### config.mk
export PLATFORM = sky130hd
export DESIGN_NAME = btn_sample_ctrl
export DESIGN_NICKNAME = d
export VERILOG_FILES = /design/src/rtl/btn_sample_ctrl.sv
export SDC_FILE = /design/constraint.sdc
export NUM_CORES = 1
export LEC_CHECK = 0
export ABC_AREA = 0
export CAP_MARGIN = 20
export CELL_PAD_IN_SITES_DETAIL_PLACEMENT = 1
export CELL_PAD_IN_SITES_GLOBAL_PLACEMENT = 1
export CORE_MARGIN = 2
export CORE_UTILIZATION = 45
export CTS_BUF_LIST = sky130_fd_sc_hd__clkbuf_4
export CTS_CLUSTER_DIAMETER = 200
export DETAILED_ROUTE_END_ITERATION = 10
export PLACE_DENSITY_LB_ADDON = 0.1
export RECOVER_POWER = 100
export SETUP_SLACK_MARGIN = 0.1
export SYNTH_ARGS = -nofsm -noshare
export SYNTH_HDL_FRONTEND = slang
export SYNTH_SLANG_ARGS = --single-unit
### constraint.sdc
create_clock -name clk -period 8.3 [get_ports clk]
set_input_delay 0.83 -clock clk [delete_from_list [all_inputs] [get_ports clk]]
set_output_delay 0.83 -clock clk [all_outputs]
set_load 0.1 [all_outputs]
### src/rtl/btn_sample_ctrl.sv
// Button sampling controller: gates the 128 Hz divider, turns its output into a sample tick,
// debounces N buttons on that tick and produces press and auto-repeat pulses.
module btn_sample_ctrl #(
    parameter int N_BTN        = 4,
    parameter int STABLE_TICKS = 3,
    parameter int REPEAT_DELAY = 64,
    parameter int REPEAT_RATE  = 16,
    parameter int IDLE_TICKS   = 255
) (
    input  logic             clk,
    input  logic             rst,
    input  logic [N_BTN-1:0] btn_raw,
    input  logic             div_out,
    output logic             div_enable,
    output logic [N_BTN-1:0] held,
    output logic [N_BTN-1:0] press,
    output logic [N_BTN-1:0] rpt,
    output logic             busy
);
    localparam logic [3:0] STABLE_C = 4'(STABLE_TICKS);
    localparam logic [7:0] DELAY_C  = 8'(REPEAT_DELAY);
    localparam logic [7:0] RELOAD_C = 8'(REPEAT_DELAY - REPEAT_RATE);
    localparam logic [7:0] IDLE_C   = 8'(IDLE_TICKS);

    typedef enum logic [1:0] {IDLE, WAKE, RUN} state_t;

    state_t           state_reg, state_next;
    logic [N_BTN-1:0] btn_meta_reg, btn_s_reg;
    logic             div_meta_reg, div_s_reg, div_prev_reg;
    logic             div_enable_reg, busy_reg;
    logic [N_BTN-1:0] held_reg, held_next;
    logic [N_BTN-1:0] press_reg, press_next;
    logic [N_BTN-1:0] rpt_reg, rpt_next;
    logic [N_BTN-1:0] accept, cnt_nz;
    logic [3:0]       cnt_reg  [N_BTN];
    logic [3:0]       cnt_next [N_BTN];
    logic [7:0]       rep_cnt_reg, rep_cnt_next;
    logic [7:0]       idle_cnt_reg, idle_cnt_next;
    logic             tick, sample, quiet, held_changed, to_idle;

    // div_prev_reg is held low while parked, so only ticks of an enabled divider count.
    assign tick   = div_enable_reg & div_s_reg & ~div_prev_reg;
    assign sample = tick & ((state_reg == WAKE) | (state_reg == RUN));

    genvar gi;
    generate
        for (gi = 0; gi < N_BTN; gi = gi + 1) begin : g_btn
            logic differs;
            logic stable_hit;
            assign differs     = btn_s_reg[gi] ^ held_reg[gi];
            assign stable_hit  = (cnt_reg[gi] + 4'd1) == STABLE_C;
            assign accept[gi]  = sample & differs & stable_hit;
            assign cnt_next[gi] = !sample ? cnt_reg[gi] :
                                  (!differs || stable_hit) ? 4'd0 : cnt_reg[gi] + 4'd1;
            assign cnt_nz[gi]  = |cnt_next[gi];
        end
    endgenerate

    assign held_next    = held_reg ^ accept;
    assign press_next   = accept & btn_s_reg;
    assign held_changed = |accept;
    assign quiet        = (held_next == '0) && (btn_s_reg == '0) && (cnt_nz == '0);

    // A change of held restarts the repeat timer and suppresses rpt for that tick.
    always_comb begin
        rep_cnt_next = rep_cnt_reg;
        rpt_next     = '0;
        if (sample) begin
            if (held_changed || !$onehot(held_next)) begin
                rep_cnt_next = '0;
            end else if (rep_cnt_reg + 8'd1 == DELAY_C) begin
                rpt_next     = held_next;
                rep_cnt_next = RELOAD_C;
            end else begin
                rep_cnt_next = rep_cnt_reg + 8'd1;
            end
        end
    end

    always_comb begin
        idle_cnt_next = idle_cnt_reg;
        if (sample) begin
            if (!quiet) begin
                idle_cnt_next = '0;
            end else if (idle_cnt_reg != IDLE_C) begin
                idle_cnt_next = idle_cnt_reg + 8'd1;
            end
        end
    end

    always_comb begin
        state_next = state_reg;
        case (state_reg)
            IDLE:    if (btn_s_reg != held_reg) state_next = WAKE;
            WAKE:    if (tick) state_next = RUN;
            RUN:     if (idle_cnt_reg == IDLE_C) state_next = IDLE;
            default: state_next = IDLE;
        endcase
    end

    assign to_idle = (state_reg == RUN) && (state_next == IDLE);

    always_ff @(posedge clk) begin
        if (rst) begin
            state_reg      <= IDLE;
            btn_meta_reg   <= '0;
            btn_s_reg      <= '0;
            div_meta_reg   <= 1'b0;
            div_s_reg      <= 1'b0;
            div_prev_reg   <= 1'b0;
            div_enable_reg <= 1'b0;
            busy_reg       <= 1'b0;
            held_reg       <= '0;
            press_reg      <= '0;
            rpt_reg        <= '0;
            rep_cnt_reg    <= '0;
            idle_cnt_reg   <= '0;
            for (int i = 0; i < N_BTN; i++) cnt_reg[i] <= '0;
        end else begin
            btn_meta_reg   <= btn_raw;
            btn_s_reg      <= btn_meta_reg;
            div_meta_reg   <= div_out;
            div_s_reg      <= div_meta_reg;
            div_prev_reg   <= div_enable_reg ? div_s_reg : 1'b0;
            state_reg      <= state_next;
            div_enable_reg <= (state_next != IDLE);
            busy_reg       <= (state_next != IDLE);
            press_reg      <= press_next;
            rpt_reg        <= rpt_next;
            rep_cnt_reg    <= rep_cnt_next;
            idle_cnt_reg   <= to_idle ? 8'd0 : idle_cnt_next;
            held_reg       <= to_idle ? '0 : held_next;
            for (int i = 0; i < N_BTN; i++) cnt_reg[i] <= to_idle ? 4'd0 : cnt_next[i];
        end
    end

    assign div_enable = div_enable_reg;
    assign busy       = busy_reg;
    assign held       = held_reg;
    assign press      = press_reg;
    assign rpt        = rpt_reg;

endmodule
==> impl_metrics.ini, run 1 <==
[outcome]
status = complete, but fails checks
violations = max-capacitance violations, max-slew violations

[detailed_routing]
drt-total-wl_mm = 8.278
vias = 2795
postRouteAntennaNets = 0
drc = 0
via_per_inst = 5.947
wl_per_cell_um = 17.61
drt_iter0_drc = 93
dr.pass1.iters = 4

[pwr]
p_switching_uw = 150.5
p_int_uw = 353.7
p_sw_share_pct = 29.85
total_leakage_power_uw = 0.001343
combPwrFrac_pct = 9.4
ir_worst_vdd_v = 0.0001596
pwr-share-seq_pct = 56.8
p_clk_share_pct = 33.8
p_per_area_mw_per_mm2 = 147.1

[floorplan]
core_area_mm2 = 0.006756
die_y_um = 87.46
io-pin-count = 21
start_util_pct = 46.39
rows = 30
die_w_um = 87.46
die_area_mm2 = 0.007648

[setup_path]
critical-path-max-stage-delay_ps = 1240
cp_top_family = simple AND/OR/NAND/NOR gates
cpMostUsedCell = ha_1
cp_slowest_cell = nand4b_1
arrival_ps = 6450
worstSetupEndpointType = flip-flop
cp.required_ps = 8630
reg2reg_depth = 14
crit_path_start_kind = flip-flop
crit_buf_inv = 2
cp_max_fo = 36
crit_chain = inv_1 > ha_1 > nand4b_1 > nor3_1 > xnor2_1 > inv_1 > fa_1 > ha_1 > ha_1 > nor4b_1 > o31ai_1 > or4b_1 > or4b_1 > a21oi_1
cp.depth = 14
crit_type = flip-flop to flip-flop

[clock_tree]
holdBufCountCts = 0
clkTransAtPathRegs_ps = 100
cts-resized-gates = 0
cts_max_path_buffers = 2
numCtsBuffers = 9
clk_latency_ps = 420
root_buffer = clkbuf_4
post_cts.repair.setup_buffers = 0
cts_tree = built
clkSinkCount = 58
cts_htree_levels = 3

[synthesis]
ys_dominant_reg_cell = dfxtp_1
async_flop_share_pct = 0
synth_area_mm2 = 0.003134
synth_nets = 393
yosys_register_bits = 58
ys_warn_count = 0
synth_edf_count = 0
yosys.area.top_type = dfxtp_1
synthTopCellsByArea = dfxtp_1, ha_1, nor2_1, a21oi_1, nand3_1
yosys-top-cells-count = dfxtp_1, nor2_1, a21oi_1, nand3_1, nand2_1
synthCells = 368
yosysMostFrequentCell = dfxtp_1
syn_avg_cell_area_um2 = 8.517
synthDominantCellAreaShare_pct = 37.05
post_synth_num_cell_types = 56
yosysSeqAreaShare_pct = 37.05

[timing]
finalSetupViolations = 0
timing.fmax_mhz = 163.5
timing.final.ws_setup_ps = 2183
finalCriticalPeriod_ps = 6117
finalMaxSlewViolations = 47
fin_skew_ps = 14.82
setup-tns-final_ps = 0
relSlewSlack_pct = -9.166
rsz0062_at_grt = no
hold_viol = 0
worst_pin_slew_ps = 1629
finalCritPeriodShare_pct = 73.70
whs_ps = 446.7

[hold_path]
hold_depth = 1
min_path_type = flip-flop to flip-flop

[placement]
gp_congestion = 0.8061
dp.cells = 455
dp_hpwl_mm = 5.889
place_worst_setup_slack_ps = 3520
io_buffers = 20

[flow_run]
maxCapViolCount = 2

[final_layout]
largest_reg_flops = 16
syn2layout_area_growth_pct = 9.341
fin_cells = 470
layout.nets = 411
fin_util_pct = 50.72
drive_gt1_share_pct = 5.385
n_antenna_cell = 0

[global_routing]
grt_overflow = 0
grt_pass1_vias = 2815
antenna_found_initial = 0
grt_pass1_wl_mm = 13.74
grt_max_degree = 37
grt_usage_pct = 23.20
==> layer usage <==
layer	up-vias	track usage [%]	wire length, µm
met4	0	9.650	157
met1	1363	30.45	3996
li1	1379	-	-
met5	-	0	0
met2	40	36.78	3849
met3	13	5.024	274
==> worst paths after layout <==
path,startpoint,endpoint,slack (ps)
max,state_reg[0],rep_cnt_reg[6],2180
min,div_meta_reg,div_s_reg,450
max reg2reg,state_reg[0],rep_cnt_reg[6],2180
min reg2reg,div_meta_reg,div_s_reg,450
==> layout make-up <==
cell class,instances,area [µm²]
tap,80,100.1
clock inverter,6,35.03
sequential,58,1161
multi-input combinational,280,1795
clock buffer,9,67.56
fill,837,3329
inverter,14,52.55
timing repair buffer,23,215.2
==> power groups by stage <==
stage / sequential (µW) / clock (µW) / combinational [µW]
finish: 287 / 170 / 47.4
floorplan: 298 / 0 / 31.6
global placement: 293 / 0 / 50.1
detailed placement: 294 / 0 / 50.6
CTS: 287 / 175 / 50.8
global route: 287 / 189 / 51.5
==> placed cells by master (no fill, tap or decap), drive strengths merged, types with 6 or more instances in the layout <==
cell type    count
nor4b            7
ha              17
inv             14
a211oi           6
xnor2            7
nor2b           13
o21ai           15
clkbuf          11
nand3           23
a21oi           23
and3             9
dlygate4sd3     15
a31oi            8
nor2            45
dfxtp           58
nand2           22
nor4             7
nor3            13
==> through the flow <==
| stage | area (µm²) | power [µW] |
|---|---|---|
| floorplan | 3134 | 329.5 |
| global placement | 3376 | 343.4 |
| detailed placement | 3376 | 344.2 |
| CTS | 3478 | 512.8 |
| global route | 3427 | 528.0 |
| finish | 3427 | 504.3 |
==> cells by family (layout without fill, tap and decap cells) <==
logic type | Yosys count | count (layout) | share of synthesized area, %
simple gates | 172 | 172 | 30.98
compound gates | 78 | 78 | 16.89
flops | 58 | 58 | 37.05
buf+inv | 30 | 52 | 4.271
fa+ha+maj | 18 | 18 | 7.425
xor+xnor | 11 | 11 | 3.074
mux | 1 | 1 | 0.3194
(Power assumes the default switching activity.)
==> run 2, diff against run 1 <==
clock period = 6.4 ns   (was 8.3 ns; I/O delays follow)
==> run 2 against run 1 <==
Effect of this change:
- the run still ends with max-capacitance violations, max-slew violations left
- combinational power rose by 32%
- sequential power up 30%
- routed wire length down 2.5%
- register-to-register slack worse by 670 ps
- utilization up 0.26 points
- clock-buffer cell count did not move
- global-route usage shrank 0.76 points
- non-clock buffer count rose by 1
- clock skew hardly changed
- critical path type unchanged
- largest power group unchanged
- highest routed layer unchanged
==> impl_metrics.ini, run 2 (same netlist as run 1, synthesis figures left out) <==
[global_routing]
grt_pass1_vias = 2714
antenna_found_initial = 0
grt_pass1_wl_mm = 13.29
grt_max_degree = 36
grt_overflow = 0
grt_usage_pct = 22.44

[floorplan]
die_area_mm2 = 0.007648
start_util_pct = 46.39
io-pin-count = 21
die_y_um = 87.46
core_area_mm2 = 0.006756
rows = 30
die_w_um = 87.46

[clock_tree]
clk_latency_ps = 390
root_buffer = clkbuf_4
cts_max_path_buffers = 2
cts-resized-gates = 0
clkTransAtPathRegs_ps = 90
post_cts.repair.setup_buffers = 0
cts_tree = built
cts_htree_levels = 3
numCtsBuffers = 9
holdBufCountCts = 0
clkSinkCount = 58

[detailed_routing]
wl_per_cell_um = 17.14
via_per_inst = 5.879
vias = 2769
postRouteAntennaNets = 0
drt_iter0_drc = 107
drc = 0
drt-total-wl_mm = 8.075
dr.pass1.iters = 4

[setup_path]
cp.required_ps = 6700
reg2reg_from = state_reg[0]
arrival_ps = 5190
reg2reg_to = rep_cnt_reg[6]
cp_max_fo = 23
crit_path_start_kind = flip-flop
crit_type = flip-flop to flip-flop
worstSetupEndpointType = flip-flop
reg2reg_depth = 16
r2r_setup_slack_ps = 1510

[timing]
setup-tns-final_ps = 0
finalCriticalPeriod_ps = 4890
finalSetupViolations = 0
finalMaxSlewViolations = 10
timing.final.ws_setup_ps = 1510
relSlewSlack_pct = -6.723
rsz0062_at_grt = no
finalCritPeriodShare_pct = 76.40
timing.fmax_mhz = 204.5
hold_viol = 0
fin_skew_ps = 14.44
worst_pin_slew_ps = 1586

[hold_path]
hp-start = div_meta_reg
hold-path-endpoint = div_s_reg
hold_depth = 1
min_path_type = flip-flop to flip-flop

[final_layout]
drive_gt1_share_pct = 5.115
syn2layout_area_growth_pct = 9.900
stdcell_area_mm2 = 0.003445
most-common-layout-cells = dfxtp_1, nor2_1, nand3_1, a21oi_1, nand2_1
n_antenna_cell = 0
final_common_cell = dfxtp_1
layout.nets = 412
largest_reg_flops = 16

[flow_run]
maxCapViolCount = 1

[pwr]
total_leakage_power_uw = 0.001376
p_per_area_mw_per_mm2 = 185.2
ir_worst_vdd_v = 0.0001803

[placement]
dpl_cell_area_mm2 = 0.003383
gp_congestion = 0.8046
place_worst_setup_slack_ps = 1703
io_buffers = 20
dp_hpwl_mm = 5.843

[outcome]
status = complete, but fails checks
violations = max-capacitance violations, max-slew violations
-- run 2: changes by cell type in the layout (fill, tap and decap cells not counted) --
cell | previous run | this run
nand4b_1 | 2 | 1
clkinv_2 | 4 | 2
nor3_2 | 0 | 1
clkinvlp_4 | 2 | 0
nand4b_4 | 0 | 1
buf_4 | 1 | 2
nor3_1 | 13 | 12
clkinv_1 | 0 | 4
-- run 2: power breakdown --
part	switching [µW]	internal, µW
Combinational	44.7	18.1
Sequential	5.94	366
Clock	132	71.4
-- run 2: worst max-delay path, stage by stage, from the launching register on --
cell,delay [ps]
dfxtp_1,400
inv_1,80
ha_1,340
and4b_1,200
buf_4,270
nand3_1,110
nor2_1,180
xnor2_1,210
inv_1,110
fa_1,480
ha_1,200
ha_1,270
nor4b_1,320
o31ai_1,130
or4b_1,720
or4b_1,580
a21oi_1,160
-- run 2: final cells by class --
class | count | area, µm²
fill | 829 | 3312
multi-input combinational | 280 | 1815
sequential | 58 | 1161
timing repair buffer | 24 | 222.7
tap | 80 | 100.1
clock buffer | 9 | 67.56
inverter | 14 | 52.55
clock inverter | 6 | 25.02
-- run 2: worst max path at each step --
stage | slack (ps) | to | cells after the start | from
detailed placement | 1700 | rep_cnt_reg[6] | 16 | state_reg[0]
finish | 1510 | rep_cnt_reg[6] | 16 | state_reg[0]
global route | 1120 | rep_cnt_reg[6] | 16 | state_reg[0]
global placement | 1920 | rep_cnt_reg[6] | 16 | state_reg[0]
CTS | 1640 | rep_cnt_reg[6] | 16 | state_reg[0]
floorplan | 1910 | rep_cnt_reg[6] | 14 | busy
-- run 2: routing by layer --
metal / global-route usage (%) / wire length (µm) / share of wire (%) / vias up
li1: - / - / - / 1374
met1: 30.39 / 3999 / 50 / 1362
met2: 36.16 / 3837 / 48 / 25
met3: 3.791 / 145 / 1.8 / 8
met4: 7.413 / 93 / 1.2 / 0
met5: 0 / 0 / 0 / -
-- run 2: metrics by stage --
stage,power (µW),hold WS (ps),util [%],cells
3_3_place_gp,445.6,426.1,50.07,456
4_1_cts,650.4,446.9,51.44,471
2_1_floorplan,427.3,413.8,-,368
3_5_place_dp,446.8,436.9,50.07,456
6_report,638.1,443.1,50.98,471
5_1_grt,671.4,469.2,50.98,471
==> run 3, diff against run 2 <==
clock period = 4.8 ns   (was 6.4 ns; I/O delays follow)
==> run 3 against run 2 <==
Effect of this change:
- routed wire length up 3.4%
- the flow still finishes with violations (max-capacitance violations, max-slew violations)
- via count up 2.8%
- die area is the same
- largest cell class unchanged
- highest routed layer unchanged
- first-iteration DRC count shrank 22%
==> impl_metrics.ini, run 3 (same netlist as run 1, synthesis figures left out) <==
[setup_path]
crit_type = flip-flop to flip-flop
crit_path_start_kind = flip-flop
arrival_ps = 4830
cp_max_fo = 14
worstSetupEndpointType = flip-flop
cp.required_ps = 5130

[pwr]
p_sw_share_pct = 29.36
p_switching_uw = 254.2
ir_worst_vdd_v = 0.0001574
p_per_area_mw_per_mm2 = 248.7
combPwrFrac_pct = 9.5
p_clk_share_pct = 33.2
pwr-share-seq_pct = 57.3
p_total_uw = 865.9
total_leakage_power_uw = 0.001384
p_int_uw = 611.6

[timing]
setup-tns-final_ps = 0
rsz0062_at_grt = no
finalSetupViolations = 0
finalCriticalPeriod_ps = 4500
timing.fmax_mhz = 222.2
finalMaxSlewViolations = 10
worst_pin_slew_ps = 1697
fin_skew_ps = 15.52
finalCritPeriodShare_pct = 93.74
relSlewSlack_pct = -14.17
hold_viol = 0

[detailed_routing]
dr.pass1.iters = 5
drt_iter0_drc = 83
via_per_inst = 6.006
wl_per_cell_um = 17.62
drc = 0
vias = 2847
postRouteAntennaNets = 0
drt-total-wl_mm = 8.351

[global_routing]
grt_pass1_wl_mm = 13.71
grt_usage_pct = 23.14
grt_pass1_vias = 2796
antenna_found_initial = 0
grt_overflow = 0
grt_max_degree = 36

[clock_tree]
clkTransAtPathRegs_ps = 110
cts_max_path_buffers = 2
clk_latency_ps = 400
cts_tree = built
clkSinkCount = 58
root_buffer = clkbuf_4
cts_htree_levels = 3
numCtsBuffers = 9

[placement]
gp_congestion = 0.8098
dpl_cell_area_mm2 = 0.003398
dp_hpwl_mm = 6.067
io_buffers = 20
dp.cells = 458

[floorplan]
rows = 30
die_area_mm2 = 0.007648
die_w_um = 87.46
io-pin-count = 21
die_y_um = 87.46
core_area_mm2 = 0.006756
start_util_pct = 46.39

[outcome]
violations = max-capacitance violations, max-slew violations
status = complete, but fails checks

[flow_run]
maxCapViolCount = 1

[final_layout]
syn2layout_area_growth_pct = 11.10
stdcell_area_mm2 = 0.003482
fin_cells = 474
most-common-layout-cells = dfxtp_1, nor2_1, nand3_1, a21oi_1, nand2_1
largest_reg_flops = 16
final_common_cell = dfxtp_1
n_antenna_cell = 0
layout.nets = 415
drive_gt1_share_pct = 6.853

[hold_path]
min_path_type = flip-flop to flip-flop
-- run 3: cell count changes in the layout (fill, tap and decap cells not counted) --
cell	delta
and4b_2	+1
buf_4	+3
or4b_1	-1
and4b_1	-1
clkinvlp_4	+3
clkinv_1	-2
clkinv_2	-1
or4b_4	+1
-- run 3: layout make-up --
cell class,instances,area [µm²]
Clock buffer,9,67.56
Timing Repair Buffer,27,245.2
Clock inverter,6,35.03
Sequential cell,58,1161
Fill cell,832,3274
Tap cell,80,100.1
Multi-Input combinational cell,280,1821
Inverter,14,52.55
-- run 3: worst max-delay path, cell delays in order, from the launching register on --
cell     delay [ps]
dfxtp_1         400
ha_1            280
nor4b_1         370
a41oi_2         110
nor3_2          280
xnor2_1         240
inv_1           120
fa_1            460
ha_1            200
ha_1            270
nor4b_1         300
o31ai_1         130
or4b_4          600
or4b_1          530
a21oi_1         140
-- run 3: worst paths after layout --
check                       start  slack [ps]             end  cells after the start
setup / recovery    cnt_reg[1][0]         300  rep_cnt_reg[6]                     14
hold / removal    btn_meta_reg[0]         450    btn_s_reg[0]                      1
setup reg to reg    cnt_reg[1][0]         300  rep_cnt_reg[6]                     14
hold reg to reg   btn_meta_reg[0]         450    btn_s_reg[0]                      1
-- run 3: stage by stage --
step                utilization, %  hold WS, ps  setup WS (ps)
finish                       51.54        452.8          300.4
global route                 51.54        470.2          58.09
CTS                          51.81        462.8          157.1
detailed placement           50.30        449.7          145.0
global placement             50.30        427.2          385.7
floorplan                        -        413.8          309.4
-- run 3: power groups by stage --
stage	combinational (µW)	sequential [µW]	clock [µW]
final	81.8	496	288
after global routing	89.1	498	319
after CTS	86.8	497	296
after detailed placement	86.4	508	0
after global placement	85.2	507	0
after floorplan	54.7	515	0
-- run 3: metal layers --
| layer | wire, µm | GRT usage (%) |
|---|---|---|
| met3 | 278 | 5.024 |
| met5 | 0 | 0 |
| met1 | 3940 | 30.60 |
| met4 | 145 | 8.671 |
| met2 | 3986 | 36.85 |
-- run 3: timing repair --
item | CTS | global route
setup buffers | 0 | 1
endpoints found under the setup margin | 0 | 6
resized for setup | 0 | 2
hold buffers | 0 | 0
